## config.mk

```make
export PLATFORM = sky130hd
export DESIGN_NAME = mem_bus_arbiter
export DESIGN_NICKNAME = d
export VERILOG_FILES = /design/src/rtl/mem_bus_arbiter.sv
export SDC_FILE = /design/constraint.sdc
export NUM_CORES = 1
export LEC_CHECK = 0
export ABC_CLOCK_PERIOD_IN_PS = 2600
export BUFFER_PORTS_ARGS = -buffer_cell sky130_fd_sc_hd__buf_2
export CAP_MARGIN = 20
export CORE_MARGIN = 1.5
export CORE_UTILIZATION = 45
export DETAILED_ROUTE_END_ITERATION = 10
export PLACE_DENSITY = 0.84
export SYNTH_ARGS = -nofsm -noshare
export SYNTH_HDL_FRONTEND = slang
export SYNTH_SLANG_ARGS = --single-unit
```

## constraint.sdc

```tcl
create_clock -name clk -period 2.6 [get_ports clk]
set_input_delay 0.39 -clock clk [delete_from_list [all_inputs] [get_ports clk]]
set_output_delay 0.39 -clock clk [all_outputs]
set_load 0.03 [all_outputs]
```

## src/rtl/mem_bus_arbiter.sv

```systemverilog
// Arbitrates the IF and MEM pipeline stages onto one req/ack memory bus.
// Optional round-robin arbitration is enabled by defining MEM_ARB_RR_EN.
module mem_bus_arbiter #(
  parameter int ADDR_WIDTH  = 32,
  parameter int DATA_WIDTH  = 32,
  parameter int ACK_TIMEOUT = 255
) (
  input  logic                  clk,
  input  logic                  rst,
  input  logic                  if_req,
  input  logic [ADDR_WIDTH-1:0] if_addr,
  output logic [DATA_WIDTH-1:0] if_data,
  output logic                  if_ready,
  input  logic                  d_re,
  input  logic                  d_we,
  input  logic [ADDR_WIDTH-1:0] d_addr,
  input  logic [DATA_WIDTH-1:0] d_wdata,
  input  logic [3:0]            d_byte_slct,
  output logic [DATA_WIDTH-1:0] d_rdata,
  output logic                  d_ready,
  output logic [ADDR_WIDTH-1:0] bus_addr,
  output logic [DATA_WIDTH-1:0] bus_wdata,
  output logic [3:0]            bus_byte_slct,
  output logic                  bus_re,
  output logic                  bus_we,
  input  logic [DATA_WIDTH-1:0] bus_rdata,
  input  logic                  bus_ack,
  output logic                  bus_err,
  output logic                  stall_req,
  output logic [1:0]            state_dbg
);

  localparam int CW = $clog2(ACK_TIMEOUT + 1);
  localparam logic [CW-1:0] CNT_LAST = CW'(ACK_TIMEOUT - 1);

  // Handshake: each requester holds its level request until it sees its ready
  // pulse; the bus side holds bus_re/bus_we for the whole BUSY state and the
  // transfer completes on the first cycle bus_ack is high while a strobe is up.
  typedef enum logic [1:0] {
    IDLE = 2'd0,
    BUSY = 2'd1,
    RESP = 2'd2
  } state_t;

  state_t        state, state_next;
  logic          d_req;
  logic          any_req;
  logic          pick_d;
  logic          grant_d;
  logic          timed_out;
  logic [CW-1:0] cnt;
  logic          ack_hit;
  logic          timeout_hit;

  assign d_req       = d_re | d_we;
  assign any_req     = d_req | if_req;
  assign ack_hit     = (state == BUSY) && bus_ack;
  assign timeout_hit = (state == BUSY) && !bus_ack && (cnt == CNT_LAST);

`ifdef MEM_ARB_RR_EN
  // last_grant = 1 means IF won last; the reset value 0 lets IF win first.
  logic last_grant;

  always_comb begin
    pick_d = d_req && (!if_req || last_grant);
  end

  always_ff @(posedge clk) begin
    if (!rst) begin
      last_grant <= 1'b0;
    end else if (state == IDLE && any_req) begin
      last_grant <= !pick_d;
    end
  end
`else
  // Data wins: the older instruction in MEM must drain before IF moves on.
  always_comb begin
    pick_d = d_req;
  end
`endif

  always_ff @(posedge clk) begin
    if (!rst) begin
      state <= IDLE;
    end else begin
      state <= state_next;
    end
  end

  always_comb begin
    state_next = state;
    case (state)
      IDLE:    if (any_req) state_next = BUSY;
      BUSY:    if (ack_hit || timeout_hit) state_next = RESP;
      RESP:    state_next = IDLE;
      default: state_next = IDLE;
    endcase
  end

  always_comb begin
    if_ready  = (state == RESP) && !grant_d;
    d_ready   = (state == RESP) && grant_d;
    bus_err   = (state == RESP) && timed_out;
    state_dbg = state;
    stall_req = (if_req && !if_ready) || (d_req && !d_ready);
  end

  always_ff @(posedge clk) begin
    if (!rst) begin
      bus_addr      <= '0;
      bus_wdata     <= '0;
      bus_byte_slct <= '0;
      bus_re        <= 1'b0;
      bus_we        <= 1'b0;
      if_data       <= '0;
      d_rdata       <= '0;
      grant_d       <= 1'b0;
      timed_out     <= 1'b0;
      cnt           <= '0;
    end else begin
      case (state)
        IDLE: begin
          if (any_req) begin
            grant_d   <= pick_d;
            timed_out <= 1'b0;
            cnt       <= '0;
            if (pick_d) begin
              bus_addr      <= d_addr;
              bus_wdata     <= d_wdata;
              bus_byte_slct <= d_byte_slct;
              bus_we        <= d_we;
              bus_re        <= !d_we;
            end else begin
              bus_addr      <= if_addr;
              bus_byte_slct <= 4'b1111;
              bus_we        <= 1'b0;
              bus_re        <= 1'b1;
            end
          end
        end
        BUSY: begin
          cnt <= cnt + 1'b1;
          if (bus_ack) begin
            bus_re <= 1'b0;
            bus_we <= 1'b0;
            if (bus_re) begin
              if (grant_d) d_rdata <= bus_rdata;
              else         if_data <= bus_rdata;
            end
          end else if (cnt == CNT_LAST) begin
            bus_re    <= 1'b0;
            bus_we    <= 1'b0;
            timed_out <= 1'b1;
            if (grant_d) d_rdata <= '0;
            else         if_data <= '0;
          end
        end
        default: begin
          bus_re <= 1'b0;
          bus_we <= 1'b0;
        end
      endcase
    end
  end

endmodule
```

==> flow_summary.yaml <==
sta:
  slew_headroom_pct: 41.5
  hold_viol_final: 0
  hold_ws_ns: 0.217
  rsz0062_at_grt: "no"
  fin_crit_ns: 2.18
  max_slew.worst_pin.slew_ns: 0.876
  fmax_mhz: 458
  tns_ns: 0
  fin_ws_ns: 0.416
  fin_crit_sh_pct: 84.0
  setup_viol: 0
  report.final.slew_viol_count: 0
  finalClockSkew_ns: 0.00501
logic_synthesis:
  postSynth.asyncResetShare_pct: 0
  synth.mux.area_fraction_pct: 0.205
  ys.flop_type: "dfxtp_1"
  yosys_warnings: 0
  ys_seq_area_share_pct: 53.2
  netlist_area_sq_um: 5500
  yosys.area_share.adder_pct: 0.455
  synthDistinctLibCells: 45
  synth_seq_cells: 146
  synth-simple-area-share_pct: 13.7
  syn_area_per_cell_sq_um: 9.70
  synth_xor_area_share_pct: 0
  synth_compound_area_share_pct: 27.2
  synth_top_family_by_area: "compound AO/OA/AOI/OAI gates"
  synth-edff-count: 0
  synth_nets: 707
  syn_inst: 567
global_route:
  grtUsageMet2_pct: 41.1
  grt_antenna_before_repair: 1
  grt_overflow: 0
  track_usage_pct: 23.4
  grt_max_degree: 74
  grt.busiest_layer: "met2"
  grt_pass1_wl_um: 24100
  grtUsageMet3_pct: 7.49
  first_global_vias: 4969
  use_met1_pct: 26.4
die:
  row_count: 40
  dieWidth_um: 114
  die_h_um: 114
  die-area_sq_um: 12900
  core_area_sq_um: 12000
  start_util_pct: 46.0
  pin_count: 278
min_path:
  hold_class: "input pin to flop"
clocking:
  cts_tree: "yes"
  cts-root-buf: "clkbuf_16"
  cts.sink_count: 146
  post_cts_buffers: 0
  clk_latency_ns: 0.40
  max-clock-path-buffers: 2
  htree_levels: 4
  ctsHoldBuffers: 0
  path_clk_slew_ns: 0.06
  post_cts_resized: 0
  cts_buffers: 17
critical_path:
  cp_slowest_stage_delay_ns: 0.63
  crit_required_ns: 2.21
  critical_path_class: "flop to primary output"
  crit_path_end_kind: "primary output"
  critPathLaunchType: "flop"
  path_delay_family: "flip-flops"
  crit_arrival_ns: 1.79
  cp_cell_sequence: "nor2b_1 -> nor2b_1 -> o22ai_1 -> buf_2"
  slowest_stage: "dfxtp_1"
  path_buf_inv: 1
  crit_path_frequent_cell: "nor2b_1"
  cp_max_fo: 10
layout:
  finalNetCount: 960
  area_growth_pct: 36.2
  nFillCells: 1040
  drive_gt1_share_pct: 40.7
route:
  drc: 0
  firstDrtPassIters: 4
  wl_per_cell_um: 15.7
  vias_per_cell: 5.44
  wirelength_um: 15400
  postRouteAntennaNets: 0
  vias: 5338
  drt_iter0_markers: 387
outcome:
  outcome: "completed"
power:
  power.leakage_nw: 3.46
  p_per_area_nw_per_um2: 758
  vdd_drop_max_uv: 399
placement:
  port_buffers: 277
  place_ws_ns: 0.622
  dp_hpwl_um: 10800
  gp_congestion: 0.776
job:
  max_cap_viol_count: 0
## synthesized netlist by cell type (2+ instances only)
cell type	n	area (sq um)
dfxtp_1	146	2920
nand2_1	102	383
a32o_1	64	641
nor2_1	39	146
a21oi_1	37	185
o21ai_0	34	170
a311oi_1	30	263
buf_2	22	110
clkbuf_1	22	82.6
nand3_1	7	35.0
buf_6	6	67.6
nand4_1	5	31.3
nor2b_1	4	25.0
o221a_2	4	45.0
and2_1	3	18.8
buf_1	3	11.3
inv_1	3	11.3
o31ai_1	3	22.5
a21oi_4	2	32.5
ha_1	2	25.0
nor2_2	2	12.5
nor2_4	2	22.5
o211a_1	2	20.0
o41ai_1	2	17.5
## placed cells by master (no fill, tap or decap), drive strengths merged, types with 3 or more instances in the layout
cell type and count:
clkbuf 18, clkinvlp 3, inv 4, nand2 102, a21oi 39, nand4 6
clkinv 8, nor2b 5, buf 288, a32o 64, o31ai 5, a311oi 30
o221a 4, nor2 43, o21ai 35, dfxtp 146, nand3 7, and2 3
## per-stage QoR
step | instance area [sq um] | utilization, % | total power [mW] | std cells
2_1_floorplan | 5500 | - | 3.08 | 567
3_3_place_gp | 6920 | 57.8 | 3.39 | 948
3_5_place_dp | 6920 | 57.8 | 3.40 | 948
4_1_cts | 7480 | 62.6 | 5.73 | 980
5_1_grt | 7490 | 62.6 | 5.92 | 981
6_report | 7490 | 62.6 | 5.67 | 981
## layout make-up
cell class                      instances  area (sq um)  area share, %
Tap cell                              147           184           2.46
Inverter                                3          11.3          0.150
Sequential cell                       146          2920           39.0
Multi-Input combinational cell        364          2300           30.8
Clock inverter                         14           139           1.86
Timing Repair Buffer                  288          1490           20.0
Antenna cell                            1          2.50         0.0334
Clock buffer                           18           429           5.73
## worst register-to-register path, cell delays in order, from the launching register on
cell and delay (ns):
dfxtp_1 0.63, nor2b_4 0.13, and2_1 0.22, a21oi_4 0.70, a32o_1 0.24
## routing by layer
layer	share of wire, %	vias up
met5	0	-
li1	-	2614
met1	41	2502
met4	1.4	0
met3	7.6	18
met2	50	204
## state kept, by name, summed over array words and instances, names as in the netlist
name           flops
d_rdata           32
state_dbg          2
grant_d            1
bus_re             1
bus_addr          32
cnt                8
if_data           32
bus_we             1
timed_out          1
bus_wdata         32
bus_byte_slct      4
## where the power goes
part	total (mW)	internal [mW]	leakage (nW)	switching, mW
clock network	2.32	1.41	0.276	0.910
logic	0.921	0.298	1.99	0.623
registers	2.44	2.36	1.19	0.0745
total	5.67	4.07	3.46	1.61
## final timing paths
check             endpoint     startpoint  cells after the start  slack, ns
min reg2reg  bus_wdata[16]  bus_wdata[16]                      2       0.45
min          bus_wdata[28]    d_wdata[28]                      3       0.22
max reg2reg     d_rdata[2]   state_dbg[1]                      4       0.62
max              stall_req   state_dbg[1]                      4       0.42
## logic make-up (layout without fill, tap and decap cells)
| logic type | count (synthesis) | count (layout) |
|---|---|---|
| AO/OA/AOI/OAI | 188 | 188 |
| AND/OR/NAND/NOR | 173 | 173 |
| flip-flops | 146 | 146 |
| buffers and inverters | 57 | 323 |
| adder cells (fa/ha/maj) | 2 | 2 |
| multiplexers | 1 | 1 |
| other | 0 | 1 |
Power figures use the tool's default switching activity.
